==> src/rtl/softmax_row_sequencer.sv <==
// Streams ROWS x N words from input BRAM to an external softmax core, writes results back per row; row latency 2N+3+L_sm cycles.
// No backpressure: core result accepted whenever it arrives in WAIT_SM, memories assumed always ready.
module softmax_row_sequencer #(
  parameter int N         = 32,
  parameter int BIT_WIDTH = 16,
  parameter int MAX_ROWS  = 64,
  parameter int ADDR_W    = $clog2(N*MAX_ROWS),
  parameter int ROW_W     = $clog2(MAX_ROWS+1)
) (
  input  logic                   i_clk,
  input  logic                   i_rst_n,
  input  logic                   i_start,
  input  logic [ROW_W-1:0]       i_num_rows,
  output logic                   o_rd_en,
  output logic [ADDR_W-1:0]      o_rd_addr,
  input  logic [BIT_WIDTH-1:0]   i_rd_data,
  output logic                   o_sm_valid,
  output logic [N*BIT_WIDTH-1:0] o_sm_data,
  input  logic                   i_sm_valid,
  input  logic [N*BIT_WIDTH-1:0] i_sm_data,
  output logic                   o_wr_en,
  output logic [ADDR_W-1:0]      o_wr_addr,
  output logic [BIT_WIDTH-1:0]   o_wr_data,
  output logic                   o_busy,
  output logic [ROW_W-1:0]       o_row_idx,
  output logic                   o_row_done,
  output logic                   o_done
);

  localparam int CNT_W    = $clog2(N+1);
  localparam int ROW_BITS = N*BIT_WIDTH;

  typedef enum logic [2:0] {
    S_IDLE, S_FETCH, S_SEND, S_WAIT_SM, S_WRITE, S_ROW_END, S_DONE
  } state_t;

  state_t              state, state_nxt;
  logic [ROW_W-1:0]    rows, row;
  logic [ROW_W-1:0]    num_rows_clamped;
  logic [CNT_W-1:0]    cnt;
  logic [ROW_BITS-1:0] inbuf, outbuf;
  logic                fetch_last, write_last, row_last;
  logic [ADDR_W-1:0]   elem_addr;

  assign num_rows_clamped = (i_num_rows > ROW_W'(MAX_ROWS)) ? ROW_W'(MAX_ROWS) : i_num_rows;
  assign fetch_last = (cnt == CNT_W'(N));
  assign write_last = (cnt == CNT_W'(N-1));
  assign row_last   = (row == rows - ROW_W'(1));
  assign elem_addr  = ADDR_W'(row) * ADDR_W'(N) + ADDR_W'(cnt);

  always_ff @(posedge i_clk or negedge i_rst_n) begin
    if (!i_rst_n) state <= S_IDLE;
    else          state <= state_nxt;
  end

  always_comb begin
    state_nxt = state;
    case (state)
      S_IDLE:    if (i_start) state_nxt = (num_rows_clamped == '0) ? S_DONE : S_FETCH;
      S_FETCH:   if (fetch_last) state_nxt = S_SEND;
      S_SEND:    state_nxt = S_WAIT_SM;
      S_WAIT_SM: if (i_sm_valid) state_nxt = S_WRITE;
      S_WRITE:   if (write_last) state_nxt = S_ROW_END;
      S_ROW_END: state_nxt = row_last ? S_DONE : S_FETCH;
      S_DONE:    state_nxt = S_IDLE;
      default:   state_nxt = S_IDLE;
    endcase
  end

  // Read data lags the address by one cycle, so capture runs on counts 1..N and
  // shifts in from the top; element 0 lands in the low slice after N shifts.
  always_ff @(posedge i_clk or negedge i_rst_n) begin
    if (!i_rst_n) begin
      rows   <= '0;
      row    <= '0;
      cnt    <= '0;
      inbuf  <= '0;
      outbuf <= '0;
    end else begin
      case (state)
        S_IDLE: begin
          cnt <= '0;
          if (i_start) begin
            rows <= num_rows_clamped;
            row  <= '0;
          end
        end
        S_FETCH: begin
          if (cnt != '0) inbuf <= {i_rd_data, inbuf[ROW_BITS-1:BIT_WIDTH]};
          cnt <= fetch_last ? '0 : cnt + CNT_W'(1);
        end
        S_WAIT_SM: if (i_sm_valid) outbuf <= i_sm_data;
        S_WRITE: begin
          outbuf <= outbuf >> BIT_WIDTH;
          cnt    <= write_last ? '0 : cnt + CNT_W'(1);
        end
        S_ROW_END: if (!row_last) row <= row + ROW_W'(1);
        default: ;
      endcase
    end
  end

  always_comb begin
    o_rd_en    = 1'b0;
    o_rd_addr  = '0;
    o_wr_en    = 1'b0;
    o_wr_addr  = '0;
    o_wr_data  = '0;
    o_sm_valid = (state == S_SEND);
    o_sm_data  = inbuf;
    o_busy     = (state != S_IDLE);
    o_row_idx  = row;
    o_row_done = (state == S_ROW_END);
    o_done     = (state == S_DONE);
    if (state == S_FETCH && !fetch_last) begin
      o_rd_en   = 1'b1;
      o_rd_addr = elem_addr;
    end
    if (state == S_WRITE) begin
      o_wr_en   = 1'b1;
      o_wr_addr = elem_addr;
      o_wr_data = outbuf[BIT_WIDTH-1:0];
    end
  end

endmodule

==> config.mk <==
export PLATFORM = sky130hd
export DESIGN_NAME = softmax_row_sequencer
export DESIGN_NICKNAME = d
export VERILOG_FILES = /design/src/rtl/softmax_row_sequencer.sv
export SDC_FILE = /design/constraint.sdc
export NUM_CORES = 2
export LEC_CHECK = 0
export CORE_AREA = 3 3 427 429
export DETAILED_ROUTE_END_ITERATION = 12
export DIE_AREA = 0 0 430 432
export PLACE_DENSITY = 0.44
export SLEW_MARGIN = 0
export SYNTH_ARGS = -nofsm -noshare
export SYNTH_HDL_FRONTEND = slang
export SYNTH_SLANG_ARGS = --single-unit
==> constraint.sdc <==
create_clock -name i_clk -period 2.2 [get_ports i_clk]
set_input_delay 0.55 -clock i_clk [delete_from_list [all_inputs] [get_ports i_clk]]
set_output_delay 0.55 -clock i_clk [all_outputs]
set_load 0.02 [all_outputs]
==> impl_metrics.yaml <==
sta:
  rsz0062_at_grt: "true"
  hold_violations: 0
  slew_headroom_pct: 51.60
  fin_skew_ps: 37.70
  final-max-slew-violation-count: 0
  fin_crit_ps: 3026
  setup_viol: 1196
  finalCritPeriodShare_pct: 137.6
  fin_ws_ps: -826.1
  fmax_mhz: 330.5
  setup_tns_ps: -393340
  worst_pin_slew_ps: 726.1
status:
  status: "finished with violations"
  violations: "negative setup slack"
clock_network:
  path_clk_slew_ps: 60
  cts_root_buf: "clkbuf_16"
  clock_sinks: 1047
  cts_buffers: 131
  clk_latency_ps: 780
  clockBufferDepth: 3
  htreeDepth: 4
  cts_tree: "done"
synthesis:
  synth_top_area_cell: "dfrtp_1"
  synth_nets: 4608
  ys_seq_elements: 1047
  synth_edf_count: 0
  syn_inst: 4063
  async_flop_share_pct: 100.0
  ys.flop_type: "dfrtp_1"
  yosysSeqAreaShare_pct: 59.97
  synth_top_area_share_pct: 59.97
  yosys-top-cells-area: "dfrtp_1 (60%), mux2_2 (13%), nand2_1 (8.8%)"
  syn_avg_cell_area_sq_um: 10.75
  synth_cell_type_count: 58
  yosysWarnings: 0
  netlist_area_sq_mm: 0.04369
placed_design:
  portBuffers: 1101
  dp.final_hpwl_mm: 143.1
  postPlaceCellArea_sq_mm: 0.05864
  place_inst: 7461
  place_congestion: 0.8425
job:
  cap_violations: 0
worst_setup_path:
  arrival_ps: 2480
  crit_path_end_kind: "output port"
  start_kind: "flip-flop"
  worstPathRequired_ps: 1650
  crit_type: "reg -> out"
  worstPathMaxFanout: 8
power_and_ir_drop:
  powerDensity_mw_per_mm2: 1432
  total_power_w: 0.09966
  peakVddDrop_uv: 750.9
  leakage_nw: 30.73
drt:
  remaining_drc_errors: 0
  vias: 36850
  first_pass_iters: 5
  detail_route.iter0.violations: 2527
  postRouteAntennaNets: 0
  wl_mm: 204.4
  wl_per_cell_um: 25.84
  vias_per_cell: 4.659
floorplanning:
  ioPinCount: 1102
  die_h_um: 432
  core_area_sq_mm: 0.1786
  dieArea_sq_mm: 0.1858
  rows: 155
  dieWidth_um: 430
  initial_core_util_pct: 24.46
global_route:
  met1_usage_pct: 25.62
  grt_max_degree: 119
  first_global_vias: 36580
  gr-usage-all-layers_pct: 20.63
  met2_usage_pct: 36.54
  antenna_found_initial: 39
  grt-ovfl-total: 0
  top_usage_layer: "met2"
  grt_pass1_wl_mm: 277.9
  grtUsageMet3_pct: 4.055
layout:
  drive_above_1_share_pct: 29.79
  final_area_sq_mm: 0.06960
  syn2layout_area_growth_pct: 59.31
  final_cells: 7909
  fillCellCount: 17760
  num-nets-final: 5982
min_path:
  min_path_type: "in -> reg"
-- sequential cells by signal (all words and copies together), names as in the netlist --
signal / count
o_sm_data: 512
state: 3
o_row_idx: 7
outbuf: 512
rows: 7
cnt: 6
-- worst max-delay path: stages, from the launching register on --
cell and delay (ps):
dfrtp_1 390, inv_2 90, ha_4 120, or4b_4 470, o21ai_4 160, buf_12 140, inv_6 30, and2_4 150
buf_6 120
-- worst paths after layout --
check / from / to / slack (ps) / depth (start not counted)
min: i_sm_data[286] / outbuf[286] / 320 / 3
max in group asynchronous: i_rst_n / outbuf[396] / 880 / 3
max reg2reg: state[2] / outbuf[437] / -710 / 16
max: cnt[0] / o_rd_addr[5] / -830 / 8
min in group asynchronous: i_rst_n / o_sm_data[493] / 580 / 3
min reg2reg: outbuf[501] / outbuf[501] / 500 / 1
-- synth_stat cells (3+ instances only) --
library cell	count
and2_1	27
nand2b_1	9
clkbuf_1	73
a21oi_1	6
buf_6	3
a31oi_1	499
nand4_1	3
and3_1	4
a211oi_1	3
buf_2	162
xor2_1	4
inv_1	9
nor2_1	517
o31ai_1	4
buf_4	55
xnor2_1	7
ha_1	6
mux2i_1	8
a22o_1	14
nand2_1	1020
nor3_1	7
nand3_1	8
dfrtp_1	1047
mux2_2	513
o21ai_0	14
-- per-layer routing --
metal / vias to the layer above / wire [um]
met3: 216 / 9675
met2: 974 / 105600
met4: 8 / 4170
met1: 18930 / 84900
li1: 16710 / -
met5: - / 46
-- power by group --
group          internal [W]  total [W]  switching [W]  leakage [nW]
combinational        0.0230     0.0453         0.0223          15.8
clock                0.0129     0.0218        0.00891          2.11
sequential           0.0265     0.0326        0.00606          12.8
total                0.0624     0.0997         0.0373          30.7
-- timing repair --
action	4_1_cts	5_1_grt
endpoints found under the setup margin	1565	1201
buffers inserted	77	26
cloned	44	61
hold buffers	1	0
hold endpoints to repair	127	0
pin swaps	14	19
gates resized for setup	1222	473
-- layout make-up --
cell class | count | area (sq um) | share of cell area (%)
Tap cell | 2355 | 2947 | 4.234
Multi-Input combinational cell | 2708 | 18470 | 26.54
Timing Repair Buffer | 1534 | 17420 | 25.03
Clock buffer | 194 | 3869 | 5.559
Clock inverter | 37 | 422.9 | 0.6077
Antenna cell | 19 | 47.55 | 0.06832
Inverter | 11 | 77.57 | 0.1115
Sequential cell | 1047 | 26240 | 37.70
Timing Repair inverter | 4 | 106.4 | 0.1528
-- cells by family after synthesis --
logic type	synth area share [%]
buffers and inverters	3.703
AND/OR/NAND/NOR	14.41
XOR/XNOR	0.2205
AO/OA/AOI/OAI	8.114
adder cells (fa/ha/maj)	0.1718
flip-flops	59.97
multiplexers	13.41
-- cells in the final DEF, fill, tap and decap left out, types with 9 or more instances in the layout --
cell type and instances:
mux2_2 416, a31oi_1 431, nand2_1 1019, clkbuf_1 31
a22o_1 14, o21ai_0 12, clkdlybuf4s15_1 73, buf_4 191
buf_2 14, and2_4 27, diode_2 19, clkinv_2 16
nor2_2 72, clkdlybuf4s15_2 69, dlygate4sd2_1 234, nor2_4 132
dfrtp_2 28, a31oi_4 47, mux2_4 97, buf_12 77
clkbuf_8 29, dfrtp_1 1019, a31oi_2 21, buf_8 26
nand2b_1 9, clkdlybuf4s50_1 660, nor2_1 313, clkbuf_16 176
buf_6 81, buf_16 60
-- stage by stage --
stage	setup slack (ps)	hold WS, ps	util (%)
2_1_floorplan	2.474	254.4	-
3_3_place_gp	-513.9	485.0	32.83
3_5_place_dp	-474.9	489.3	32.83
4_1_cts	-893.6	252.7	36.90
5_1_grt	-945.3	290.3	38.96
6_report	-826.1	324.8	38.96
(Power assumes the default switching activity.)
